===== src/rtl/exu_wb_arb.sv =====
// exu_wb_arb: shares the single register-file write port between the ALU
// (fixed latency, never stalls) and the MUL/DIV units (valid/ready). Each
// multi-cycle unit owns a small result FIFO. The ALU always wins the port,
// and the two FIFOs are served round-robin when the ALU is idle. A starvation
// monitor asks the IDU for a bubble when a FIFO has waited too long.
module exu_wb_arb #(
  parameter int XLEN         = 32,
  parameter int DEPTH        = 2,
  parameter int STARVE_LIMIT = 8
) (
  input  logic            clk,
  input  logic            rst,
  // ALU result stage
  input  logic            alu_wr_en,
  input  logic [4:0]      alu_rd_addr,
  input  logic [XLEN-1:0] alu_data,
  input  logic [XLEN-1:0] alu_tag,
  // MUL result interface
  input  logic            mul_valid,
  output logic            mul_ready,
  input  logic [4:0]      mul_rd_addr,
  input  logic [XLEN-1:0] mul_data,
  input  logic [XLEN-1:0] mul_tag,
  // DIV result interface
  input  logic            div_valid,
  output logic            div_ready,
  input  logic [4:0]      div_rd_addr,
  input  logic [XLEN-1:0] div_data,
  input  logic [XLEN-1:0] div_tag,
  // register-file write port and retirement report
  output logic            rf_wr_en,
  output logic [4:0]      rf_wr_addr,
  output logic [XLEN-1:0] rf_wr_data,
  output logic            wb_valid,
  output logic [XLEN-1:0] wb_tag,
  output logic [1:0]      wb_src,
  output logic            idu_stall_req
);

  // Index 0 is MUL, index 1 is DIV throughout.
  localparam int NU = 2;
  localparam int AW = $clog2(DEPTH);
  localparam int PW = AW + 1;
  localparam int CW = $clog2(STARVE_LIMIT + 1);
  localparam int EW = 5 + 2 * XLEN;
  localparam logic [CW-1:0] LIMIT = CW'(STARVE_LIMIT);

  localparam logic [1:0] SRC_NONE = 2'b00;
  localparam logic [1:0] SRC_ALU  = 2'b01;
  localparam logic [1:0] SRC_MUL  = 2'b10;
  localparam logic [1:0] SRC_DIV  = 2'b11;

  // An FIFO entry is {rd, data, tag}.
  logic [NU-1:0] in_valid;
  logic [EW-1:0] in_entry [NU];
  logic [EW-1:0] head_entry [NU];
  logic [NU-1:0] fifo_ready;
  logic [NU-1:0] not_empty;
  logic [NU-1:0] starving;
  logic [NU-1:0] grant;

  logic          alu_req;
  logic          last_grant_reg;   // 0 = MUL, 1 = DIV
  logic [EW-1:0] sel_entry;
  logic [4:0]    sel_rd;

  assign in_valid    = {div_valid, mul_valid};
  assign in_entry[0] = {mul_rd_addr, mul_data, mul_tag};
  assign in_entry[1] = {div_rd_addr, div_data, div_tag};
  assign mul_ready   = fifo_ready[0];
  assign div_ready   = fifo_ready[1];

  // A write to x0 is not a request; the ALU result is simply dropped.
  assign alu_req = alu_wr_en && (alu_rd_addr != 5'd0);

  // Grant from start-of-cycle FIFO state: ALU first, then round-robin.
  always_comb begin
    grant = '0;
    if (!alu_req) begin
      if (&not_empty) begin
        if (last_grant_reg) begin
          grant[0] = 1'b1;
        end else begin
          grant[1] = 1'b1;
        end
      end else begin
        grant = not_empty;
      end
    end
  end

  assign sel_entry = grant[1] ? head_entry[1] : head_entry[0];
  assign sel_rd    = sel_entry[EW-1 -: 5];

  generate
    for (genvar gi = 0; gi < NU; gi++) begin : g_fifo
      logic [EW-1:0]   mem [DEPTH];
      logic [PW-1:0]   wr_ptr_reg;
      logic [PW-1:0]   rd_ptr_reg;
      logic [CW-1:0]   cnt_reg;
      logic            full;
      logic            push;

      // Pointers carry one extra wrap bit so full and empty are distinguishable.
      assign full = (wr_ptr_reg[PW-1] != rd_ptr_reg[PW-1]) &&
                    (wr_ptr_reg[AW-1:0] == rd_ptr_reg[AW-1:0]);
      assign not_empty[gi]  = (wr_ptr_reg != rd_ptr_reg);
      assign fifo_ready[gi] = !full;
      assign push           = in_valid[gi] && !full;
      assign head_entry[gi] = mem[rd_ptr_reg[AW-1:0]];
      assign starving[gi]   = (cnt_reg == LIMIT);

      // Entry storage; contents need no reset because the pointers define validity.
      always_ff @(posedge clk) begin
        if (push) begin
          mem[wr_ptr_reg[AW-1:0]] <= in_entry[gi];
        end
      end

      // Tail advances on an accepted push, head advances when this FIFO is granted.
      always_ff @(posedge clk) begin
        if (rst) begin
          wr_ptr_reg <= '0;
          rd_ptr_reg <= '0;
        end else begin
          if (push) begin
            wr_ptr_reg <= wr_ptr_reg + 1'b1;
          end
          if (grant[gi]) begin
            rd_ptr_reg <= rd_ptr_reg + 1'b1;
          end
        end
      end

      // Count consecutive denied cycles while holding data, saturating at the limit.
      always_ff @(posedge clk) begin
        if (rst || !not_empty[gi] || grant[gi]) begin
          cnt_reg <= '0;
        end else if (cnt_reg != LIMIT) begin
          cnt_reg <= cnt_reg + 1'b1;
        end
      end
    end
  endgenerate

  assign idu_stall_req = |starving;

  // Registered write port: one cycle from grant; address/data/tag hold when idle.
  always_ff @(posedge clk) begin
    if (rst) begin
      rf_wr_en       <= 1'b0;
      rf_wr_addr     <= '0;
      rf_wr_data     <= '0;
      wb_valid       <= 1'b0;
      wb_tag         <= '0;
      wb_src         <= SRC_NONE;
      last_grant_reg <= 1'b1;
    end else if (alu_req) begin
      rf_wr_en   <= 1'b1;
      rf_wr_addr <= alu_rd_addr;
      rf_wr_data <= alu_data;
      wb_valid   <= 1'b1;
      wb_tag     <= alu_tag;
      wb_src     <= SRC_ALU;
    end else if (|grant) begin
      // x0 entries still retire, they just never touch the register file.
      rf_wr_en       <= (sel_rd != 5'd0);
      rf_wr_addr     <= sel_rd;
      rf_wr_data     <= sel_entry[2*XLEN-1:XLEN];
      wb_valid       <= 1'b1;
      wb_tag         <= sel_entry[XLEN-1:0];
      wb_src         <= grant[1] ? SRC_DIV : SRC_MUL;
      last_grant_reg <= grant[1];
    end else begin
      rf_wr_en <= 1'b0;
      wb_valid <= 1'b0;
      wb_src   <= SRC_NONE;
    end
  end

endmodule


===== config.mk =====
export PLATFORM = sky130hd
export DESIGN_NAME = exu_wb_arb
export DESIGN_NICKNAME = d
export VERILOG_FILES = /design/src/rtl/exu_wb_arb.sv
export SDC_FILE = /design/constraint.sdc
export NUM_CORES = 1
export LEC_CHECK = 0
export CAP_MARGIN = 20
export CORE_ASPECT_RATIO = 1.75
export CORE_MARGIN = 2
export CORE_UTILIZATION = 30
export CTS_CLUSTER_SIZE = 25
export DETAILED_ROUTE_END_ITERATION = 8
export GPL_TIMING_DRIVEN = 1
export PLACE_DENSITY_LB_ADDON = 0.2
export SYNTH_ARGS = -nofsm -noshare
export SYNTH_HDL_FRONTEND = slang
export SYNTH_SLANG_ARGS = --single-unit

===== constraint.sdc =====
create_clock -name clk -period 4.7 [get_ports clk]
set_input_delay 1.41 -clock clk [delete_from_list [all_inputs] [get_ports clk]]
set_output_delay 1.41 -clock clk [all_outputs]
set_load 0.01 [all_outputs]

==> impl_results.md <==
- Status: complete, no violations
- Worst-path maximum fanout: 5
- Port buffer count: 287
- Via count: around 9000
- Fin nets: 1453
- Gr usage total: 0.160
- Clock share of power: 0.269
- Clock skew: 0.0178 ns
- Clk_lat worst skew: roughly 0.52 ns
- Worst-margin pin slew: slightly above 1 ns
- First-pass GRT wire length: ~59000 microns
- Fmax: between 0.2 and 0.3 GHz
- Clock transition at the registers of the reported paths: 0.06 ns
- DPL Wire Length: 25800 microns
- Sw Share: 0.334
- GRT overflow: 0
- #FFs+latches synth: 368
- Area contributors post-synth: edfxtp_1, dfxtp_1, mux2_2
- Pin count of the biggest net entering global routing: 68
- Chip Height: 293 microns
- Post-Syn Area: 14300 sq um
- CTS tree: yes
- Cell taking the most area after synthesis: edfxtp_1
- Wire length per cell: 21.7 microns
- Post-Synth XOR/XNOR Area: 0.0104
- Initial Util: 0.304
- Gate Count Post-Synth: about 960
- Maximum vdd ir drop: 0.000426 V
- Synth Area in Adders: 0.00350
- Synth top cells by count: edfxtp_1, dfxtp_1, nand2_1, nor2b_1
- Non-filler instance count after layout: 1854
- Tot Pwr: 10.5 mW
- Area Growth Syn to Fin: 32.7%
- # IOs: 288
- Antenna violations before repair: 10
- Most common cell in the synthesized netlist: edfxtp_1
- Net Count, Synth: between 1000 and 1500
- Mux share of post-synthesis cell area: 0.0575
- Multi-input logic area: 3910 sq um
- EDFF count, synth: around 280
- Simple-gate share of the synthesized area: 0.0687
- Setup violations, final: 0
- Number of global-route vias before repair: 9538
- Gate power share: 0.307
- Max Slew Vio Count: 0
- Int Power: 7.02 mW
- RSZ-0062 raised after global routing: no
- Yosys warnings: 0
- Cell row count: 105
- Clk sink count: 368
- Core Region: between 40000 and 50000 sq um
- Share of layout cells above drive strength 1: 0.147
- Slew Limit Headroom: 0.322
- Post-synth top area share: 0.579
- Crit path launch type: flip-flop
- Crit Path Category: flip-flop to output port
- Hold_buf cts: 0
- Mapped Avg Cell Area: 15.0 sq um
- CTS max path bufs: 3
- Final Cycle Share: 0.744
- Crit path required time: ~3.3 ns
- DRC violations left: 0
- Number of routed nets with antenna violations: 0
- Die area: 49500 sq um
- Number of buffers created by CTS: 37
- TNS Setup: 0 ns
- Root Buffer: clkbuf_16
- Vias per inst: 4.88
- Post-synth ARST share: 0
- Post-CTS setup buffer count: 0
- Hold Fails Final Rpt: 0
- Total Wirelength: 40200 microns
- Max Cap Viol: 0
- Post-synthesis sequential area ratio: 0.708
- DRT iter0 DRCs: 371
- Part of the power in registers: 0.424
- Power Density: around 560 nW/um^2
- Register area: between 10000 and 15000 sq um
- Largest family of logic cells by synthesized area: compound AO/OA/AOI/OAI gates
- Max reg flops: 276
- Min cycle time layout: 3.50 ns
- Pre-antenna DRT Iters: 5
- Fillers: 4472
- RD Place Congestion: 0.738
- Post-CTS resize count: 0
- Distinct cells, synth: 44
- CP arrival: approximately 2.1 ns
- Die width: 169 microns
- Leak: between 6 and 7 nW
- Net Sw Power: 3.52 mW
- Cell count after placement: 1786
- CP endpoint kind: output port
- Synth Area in Compound Gates: 0.129
- Synth Flop Type: edfxtp_1
- CTS H-tree depth: 2
- Hold WC Path Type: flip-flop to flip-flop
-- metal layers --
metal | track usage | vias to the layer above | wire length, microns
met5 | 0 | - | 95
met4 | 0.0586 | 14 | 1350
met3 | 0.0407 | 77 | 2470
met2 | 0.295 | 251 | 21400
met1 | 0.175 | 4450 | 14900
li1 | - | 4247 | -
-- power by group through the flow --
stage          sequential (mW)  combinational, mW  clock, mW
3_5_place_dp              4.55               3.32          0
4_1_cts                   4.48               3.33       2.94
3_3_place_gp              4.53               3.30          0
5_1_grt                   4.54               3.52       3.06
6_report                  4.47               3.24       2.84
2_1_floorplan             4.49               1.88          0
-- per-stage QoR --
step           hold WS [ns]  worst slack [ns]  area, sq um  utilization
6_report              0.495              1.20        19000        0.404
3_3_place_gp          0.474              1.02        17900        0.380
3_5_place_dp          0.492              1.01        17900        0.380
4_1_cts               0.501              1.17        19000        0.404
2_1_floorplan         0.462             0.994        14300            -
5_1_grt               0.533              1.12        19000        0.404
-- layout by cell type (no fill, tap or decap), drive strengths merged, types with 29 or more instances in the layout --
cell	count
o21ai	73
nor2	29
clkbuf	52
a211oi	66
o221ai	66
mux2	66
nor2b	67
edfxtp	276
nand2	86
clkdlybuf4s50	287
dfxtp	92
-- path summary, 6_finish.rpt --
check	startpoint	to	slack (ns)	depth (start not counted)
setup / recovery	g_fifo[0].wr_ptr_reg[0]	mul_ready	1.20	3
hold / removal	g_fifo[1].cnt_reg[1]	g_fifo[1].cnt_reg[1]	0.49	2
setup reg to reg	g_fifo[1].wr_ptr_reg[0]	rf_wr_data[21]	2.09	6
hold reg to reg	g_fifo[1].cnt_reg[1]	g_fifo[1].cnt_reg[1]	0.49	2
-- worst max-delay path, cell delays in order (launching register included) --
cell and delay [ns]:
dfxtp_1 0.45, xor2_1 0.34, nand2b_1 0.21, clkdlybuf4s50_1 0.58
-- final cells by class --
| class | instances | area share |
|---|---|---|
| flip-flops and latches | 368 | 0.534 |
| multi-input cells | 522 | 0.206 |
| repair buffers | 303 | 0.161 |
| clock buffers | 52 | 0.0522 |
| well taps | 588 | 0.0387 |
| clock inverters | 13 | 0.00731 |
| inverters | 5 | 0.000988 |
| diodes | 3 | 0.000395 |
-- cell families after synthesis --
logic type,count (synthesis)
flip-flops,368
AO/OA/AOI/OAI,225
AND/OR/NAND/NOR,202
multiplexers,74
buffers and inverters,66
XOR/XNOR,17
adder cells (fa/ha/maj),4
Power figures use the tool's default switching activity.
